## config.mk

```make
export PLATFORM = sky130hd
export DESIGN_NAME = branch_predictor
export DESIGN_NICKNAME = d
export VERILOG_FILES = /design/src/rtl/branch_predictor.sv
export SDC_FILE = /design/constraint.sdc
export NUM_CORES = 1
export LEC_CHECK = 0
export ABC_AREA = 0
export BUFFER_PORTS_ARGS = -buffer_cell sky130_fd_sc_hd__buf_2
export CAP_MARGIN = 10
export CORE_ASPECT_RATIO = 0.75
export CORE_UTILIZATION = 59
export CTS_BUF_LIST = sky130_fd_sc_hd__clkbuf_4 sky130_fd_sc_hd__clkbuf_8 sky130_fd_sc_hd__clkbuf_16
export CTS_CLUSTER_DIAMETER = 150
export CTS_CLUSTER_SIZE = 14
export DETAILED_ROUTE_END_ITERATION = 7
export GPL_ROUTABILITY_DRIVEN = 0
export HOLD_SLACK_MARGIN = 0.05
export PLACE_DENSITY = 0.8
export SLEW_MARGIN = 10
export SYNTH_ARGS = -nofsm -noshare
export SYNTH_HDL_FRONTEND = slang
export SYNTH_SLANG_ARGS = --single-unit
```

## constraint.sdc

```tcl
create_clock -name clk -period 5 [get_ports clk]
set_input_delay 0.75 -clock clk [delete_from_list [all_inputs] [get_ports clk]]
set_output_delay 0.75 -clock clk [all_outputs]
set_load 0.02 [all_outputs]
```

## src/rtl/branch_predictor.sv

```systemverilog
// -----------------------------------------------------------------------------
// branch_predictor
//   Direct-mapped branch target buffer with 2-bit saturating direction
//   counters (MODE=1), or a static not-taken predictor (MODE=0). Also
//   resolves EX-stage branches into a mispredict/redirect and keeps
//   saturating statistics.
//
// Ports
//   clk, reset          clock, synchronous active-high reset
//   if_pc               fetch PC being looked up
//   pred_taken/target   combinational prediction for if_pc (target 0 if not taken)
//   ex_valid            EX instruction is real
//   ex_is_branch        EX instruction is a branch/jump
//   ex_pc               PC of the EX instruction
//   ex_taken/target     resolved direction/target
//   ex_pred_taken/target prediction that travelled with the instruction
//   flush_all           invalidate every table entry
//   mispredict          redirect fetch (combinational)
//   redirect_pc         correct next PC when mispredict=1, else 0
//   branch_cnt          resolved-branch count (saturating)
//   mispred_cnt         mispredict count (saturating)
// -----------------------------------------------------------------------------
module branch_predictor #(
  parameter int PC_W    = 9,
  parameter int ENTRIES = 8,
  parameter int MODE    = 1,
  parameter int STAT_W  = 16
) (
  input  logic              clk,
  input  logic              reset,
  input  logic [PC_W-1:0]   if_pc,
  output logic              pred_taken,
  output logic [PC_W-1:0]   pred_target,
  input  logic              ex_valid,
  input  logic              ex_is_branch,
  input  logic [PC_W-1:0]   ex_pc,
  input  logic              ex_taken,
  input  logic [PC_W-1:0]   ex_target,
  input  logic              ex_pred_taken,
  input  logic [PC_W-1:0]   ex_pred_target,
  input  logic              flush_all,
  output logic              mispredict,
  output logic [PC_W-1:0]   redirect_pc,
  output logic [STAT_W-1:0] branch_cnt,
  output logic [STAT_W-1:0] mispred_cnt
);

  localparam int IDX_W = $clog2(ENTRIES);
  localparam int TAG_W = PC_W - IDX_W - 2;

  // Flattened view of the per-entry registers for the lookup/update muxes.
  logic [ENTRIES-1:0] valid_v;
  logic [TAG_W-1:0]   tag_v    [ENTRIES];
  logic [PC_W-1:0]    target_v [ENTRIES];
  logic [1:0]         cnt_v    [ENTRIES];

  logic [IDX_W-1:0] if_idx;
  logic [TAG_W-1:0] if_tag;
  logic [IDX_W-1:0] ex_idx;
  logic [TAG_W-1:0] ex_tag;
  logic             upd_en;
  logic             lk_hit;

  // The byte offset of the fetch PC plays no part in the lookup.
  logic unused_if_lsb;
  assign unused_if_lsb = ^if_pc[1:0];

  assign if_idx = if_pc[IDX_W+1:2];
  assign if_tag = if_pc[PC_W-1:IDX_W+2];
  assign ex_idx = ex_pc[IDX_W+1:2];
  assign ex_tag = ex_pc[PC_W-1:IDX_W+2];
  assign upd_en = ex_valid && (MODE == 1);

  // ---------------------------------------------------------------------------
  // Table entries
  // ---------------------------------------------------------------------------
  generate
    for (genvar gi = 0; gi < ENTRIES; gi++) begin : g_entry
      logic             valid_q, valid_d;
      logic [TAG_W-1:0] tag_q, tag_d;
      logic [PC_W-1:0]  target_q, target_d;
      logic [1:0]       cnt_q, cnt_d;
      logic             sel;
      logic             hit;

      assign sel = upd_en && (ex_idx == IDX_W'(gi));
      assign hit = valid_q && (tag_q == ex_tag);

      always_comb begin
        valid_d  = valid_q;
        tag_d    = tag_q;
        target_d = target_q;
        cnt_d    = cnt_q;
        if ((MODE == 1) && flush_all) begin
          // Flush wins over any concurrent update; only valid bits change.
          valid_d = 1'b0;
        end else if (sel) begin
          if (ex_is_branch) begin
            if (hit) begin
              if (ex_taken) begin
                cnt_d    = (cnt_q == 2'd3) ? 2'd3 : cnt_q + 2'd1;
                target_d = ex_target;
              end else begin
                cnt_d    = (cnt_q == 2'd0) ? 2'd0 : cnt_q - 2'd1;
              end
            end else if (ex_taken) begin
              // Allocate over whatever occupied the slot, weakly taken.
              valid_d  = 1'b1;
              tag_d    = ex_tag;
              target_d = ex_target;
              cnt_d    = 2'd2;
            end
          end else if (ex_pred_taken && hit) begin
            // A non-branch was predicted taken: the entry belongs to a
            // different instruction that aliases here, so drop it.
            valid_d = 1'b0;
          end
        end
      end

      always_ff @(posedge clk) begin
        if (reset) begin
          valid_q  <= 1'b0;
          tag_q    <= '0;
          target_q <= '0;
          cnt_q    <= '0;
        end else begin
          valid_q  <= valid_d;
          tag_q    <= tag_d;
          target_q <= target_d;
          cnt_q    <= cnt_d;
        end
      end

      assign valid_v[gi]  = valid_q;
      assign tag_v[gi]    = tag_q;
      assign target_v[gi] = target_q;
      assign cnt_v[gi]    = cnt_q;
    end
  endgenerate

  // ---------------------------------------------------------------------------
  // Lookup
  // ---------------------------------------------------------------------------
  assign lk_hit      = valid_v[if_idx] && (tag_v[if_idx] == if_tag);
  assign pred_taken  = (MODE == 1) && lk_hit && cnt_v[if_idx][1];
  assign pred_target = pred_taken ? target_v[if_idx] : '0;

  // ---------------------------------------------------------------------------
  // Resolution
  // ---------------------------------------------------------------------------
  always_comb begin
    mispredict = 1'b0;
    if (ex_valid) begin
      if (ex_is_branch)
        mispredict = (ex_taken != ex_pred_taken) ||
                     (ex_taken && (ex_target != ex_pred_target));
      else
        mispredict = ex_pred_taken;
    end
  end

  always_comb begin
    redirect_pc = '0;
    if (mispredict)
      redirect_pc = (ex_is_branch && ex_taken) ? ex_target : ex_pc + PC_W'(4);
  end

  // ---------------------------------------------------------------------------
  // Statistics (frozen during flush_all)
  // ---------------------------------------------------------------------------
  logic [STAT_W-1:0] branch_cnt_q, branch_cnt_d;
  logic [STAT_W-1:0] mispred_cnt_q, mispred_cnt_d;

  always_comb begin
    branch_cnt_d  = branch_cnt_q;
    mispred_cnt_d = mispred_cnt_q;
    if (!flush_all) begin
      if (ex_valid && ex_is_branch && (branch_cnt_q != '1))
        branch_cnt_d = branch_cnt_q + STAT_W'(1);
      if (mispredict && (mispred_cnt_q != '1))
        mispred_cnt_d = mispred_cnt_q + STAT_W'(1);
    end
  end

  always_ff @(posedge clk) begin
    if (reset) begin
      branch_cnt_q  <= '0;
      mispred_cnt_q <= '0;
    end else begin
      branch_cnt_q  <= branch_cnt_d;
      mispred_cnt_q <= mispred_cnt_d;
    end
  end

  assign branch_cnt  = branch_cnt_q;
  assign mispred_cnt = mispred_cnt_q;

endmodule

```

==> run_results.csv <==
group,metric,value,unit
route,wl_per_cell,18.36,µm
route,drt-initial-drc-count,904,
sta,hold_violations,0,
synthesis,synth_edf_count,0,
route,viasPerCell,6.163,
clocking,clk_latency,0.43,ns
die,coreArea,13700,µm²
sta,finalSetupTns,0,ns
pwr,netSwitchingFraction,0.2538,
clocking,path_clk_slew,0.07,ns
die,rows,37,
critical_path,path_cells,"buf_2, mux4_2, xor2_1, nand4_1, nor3_1, buf_2",
outcome,violations,"DRC",
synthesis,ys_warn_count,0,
global_route,grt_pass1_wl,37560,µm
clocking,cts_root_buffer,"clkbuf_16",
pwr,pwr-share-comb,0.077,
clocking,cts_sinks,160,
die,num_io_pins,95,
route,firstDrtPassIters,8,
finish,fin_nets,1135,
synthesis,yosys-top-cells-area,"dfxtp_1 (39%), nand2_1 (10%), a21oi_1 (8.4%)",
place,dp_slack,1.131,ns
critical_path,reg2reg_slack,2.91,ns
finish,num_antenna_cells,0,
route,drc,6,
clocking,cts_buffers,17,
pwr,finalPower,2.842,mW
synthesis,syn_avg_cell_area,7.966,µm²
critical_path,worstPathMaxFanout,34,
critical_path,crit_buf_inv,2,
synthesis,syn_inst,1038,
sta,rsz0062_at_grt,"false",
global_route,grt_use_total,0.3316,
synthesis,yosysUniqueCellTypes,62,
sta,timing.final.ws_setup,1.063,ns
pwr,power_frac_seq,0.457,
pwr,p_per_area,306.2,nW/µm²
outcome,status,"finished with violations",
sta,maxSlewHeadroom,0.2663,
sta,maxSlewViolCount,0,
run,max_cap_violations,0,
synthesis,synth_nets,1089,
clocking,post_cts_resized,0,
sta,fmax,0.2540,GHz
die,dieArea,14500,µm²
die,die_y,104.5,µm
route,drt-total-wl,23360,µm
pwr,peakVddDrop,0.2327,mV
synthesis,ys_async_sr_fraction,0,
finish,areaGrowthSynthToFinish,12.24,%
place,dp_hpwl,15810,µm
critical_path,slowest_stage,"buf_2",
synthesis,synth_commonest_cells,"nand2_1 (227), dfxtp_1 (160), a21oi_1 (138), nor2_1 (76), nand3_1 (49)",
synthesis,ys_seq_area_frac,0.3874,
sta,fin_crit_sh,0.7873,
critical_path,critical_path.top_delay_family,"buffers and inverters",
pwr,intPower,2.120,mW
pwr,power_switching,0.7211,mW
critical_path,endpoint_kind,"output pin",
critical_path,critPathRequiredTime,4.25,ns
pwr,p_leak,3.353,nW
synthesis,synth_top_area_frac,0.3874,
critical_path,path_class,"input port to output pin",
global_route,grt_max_degree,108,
pwr,pwr-share-clk,0.465,
synthesis,synth.most_common_cell,"nand2_1",
critical_path,cpMostUsedCell,"buf_2",
clocking,postCtsSetupBuffers,0,
die,die_x,138.7,µm
clocking,cts_max_path_buffers,2,
die,initial_utilization,0.6035,
clocking,hold_buffers,0,
critical_path,arrival,3.19,ns
clocking,cts_tree,"built",
route,ant_nets,0,
sta,min_period,3.937,ns
min_path,hold_path_class,"register to register",
synthesis,synth_seq_cells,160,
finish,drive_gt1_frac,0.1568,
global_route,grt-ovfl-total,0,
place,place.port_buffers,92,
clocking,h-tree-depth,4,
global_route,antenna_found_initial,0,
synthesis,syn_area,8269,µm²
critical_path,start_kind,"input port",
critical_path,cpPeakStageDelay,0.66,ns
sta,hold_ws,0.4539,ns
global_route,grt_pass1_vias,7249,
synthesis,yosys_most_used_dff,"dfxtp_1",
route,vias,7839,
sta,finClkSkew,0.006590,ns
sta,tightest_slew,1.101,ns
synthesis,synth_top_cell_by_area,"dfxtp_1",
finish,fin_util,0.6773,
sta,final-setup-viol-count,0,
[cell families after synthesis]
kind of cell	count (synthesis)	synth area share
buf+inv	97	0.05069
compound gates	220	0.1506
xor+xnor	56	0.05931
flops	160	0.3874
fa+ha+maj	8	0.01211
mux	52	0.09396
simple gates	445	0.2460
[routing by layer]
layer / vias up / track usage / part of all wire
met2: 445 / 0.4830 / 0.42
li1: 3690 / - / -
met1: 3659 / 0.4729 / 0.44
met3: 45 / 0.08610 / 0.12
met4: 0 / 0.1175 / 0.021
met5: - / 0 / 0
[final cells by class]
type | instances | area, µm²
multi-input cells | 781 | 4647
well taps | 175 | 219.0
inverters | 23 | 86.33
fillers | 1142 | 4422
clock inverters | 13 | 148.9
repair buffers | 101 | 530.5
flip-flops and latches | 160 | 3203
clock buffers | 19 | 446.7
[registers in the layout, indices dropped and copies added, names as in the netlist]
register	flops
g_entry.cnt_q	16
mispred_cnt	16
g_entry.valid_q	8
g_entry.target_q	72
g_entry.tag_q	32
branch_cnt	16
[placed cells by master (no fill, tap or decap), types with 9 or more instances in the layout]
cell type and n:
xnor2_1 35, mux4_2 20, clkbuf_16 17, o21ai_0 23
nor3_1 23, a21oi_1 138, xor2_1 21, nor2_1 76
and3_1 10, inv_1 20, buf_2 91, buf_4 10
o22ai_1 14, mux2i_1 30, a31oi_1 9, nand2_1 227
dfxtp_1 160, nand3_1 49, nor4_1 9
[tightest hold or removal path, delay by kind of cell, from the launching register on]
family / cells / cell delay [ns]
AOI/OAI and AO/OA: 1 / 0.05
DFF: 1 / 0.31
and+or+nand+nor: 1 / 0.05
[power groups by stage]
stage / clock, mW / combinational [mW] / sequential (mW)
floorplan: 0 / 0.154 / 1.33
global placement: 0 / 0.211 / 1.33
detailed placement: 0 / 0.215 / 1.33
CTS: 1.33 / 0.216 / 1.30
global route: 1.38 / 0.237 / 1.30
finish: 1.32 / 0.220 / 1.30
[worst paths after layout]
path | depth (start not counted) | startpoint | endpoint
worst max register to register | 7 | mispred_cnt[0] | mispred_cnt[7]
worst max-delay path | 6 | if_pc[2] | pred_target[8]
worst min register to register | 2 | g_entry[7].target_q[6] | g_entry[7].target_q[6]
worst min-delay path | 2 | g_entry[7].target_q[6] | g_entry[7].target_q[6]
[metrics by stage]
step | area [µm²] | instances
after floorplan | 8269 | 1038
after global placement | 8686 | 1240
after detailed placement | 8686 | 1240
after CTS | 9281 | 1272
after global routing | 9281 | 1272
final | 9281 | 1272
Note: power is estimated with default switching activity, not from simulation.
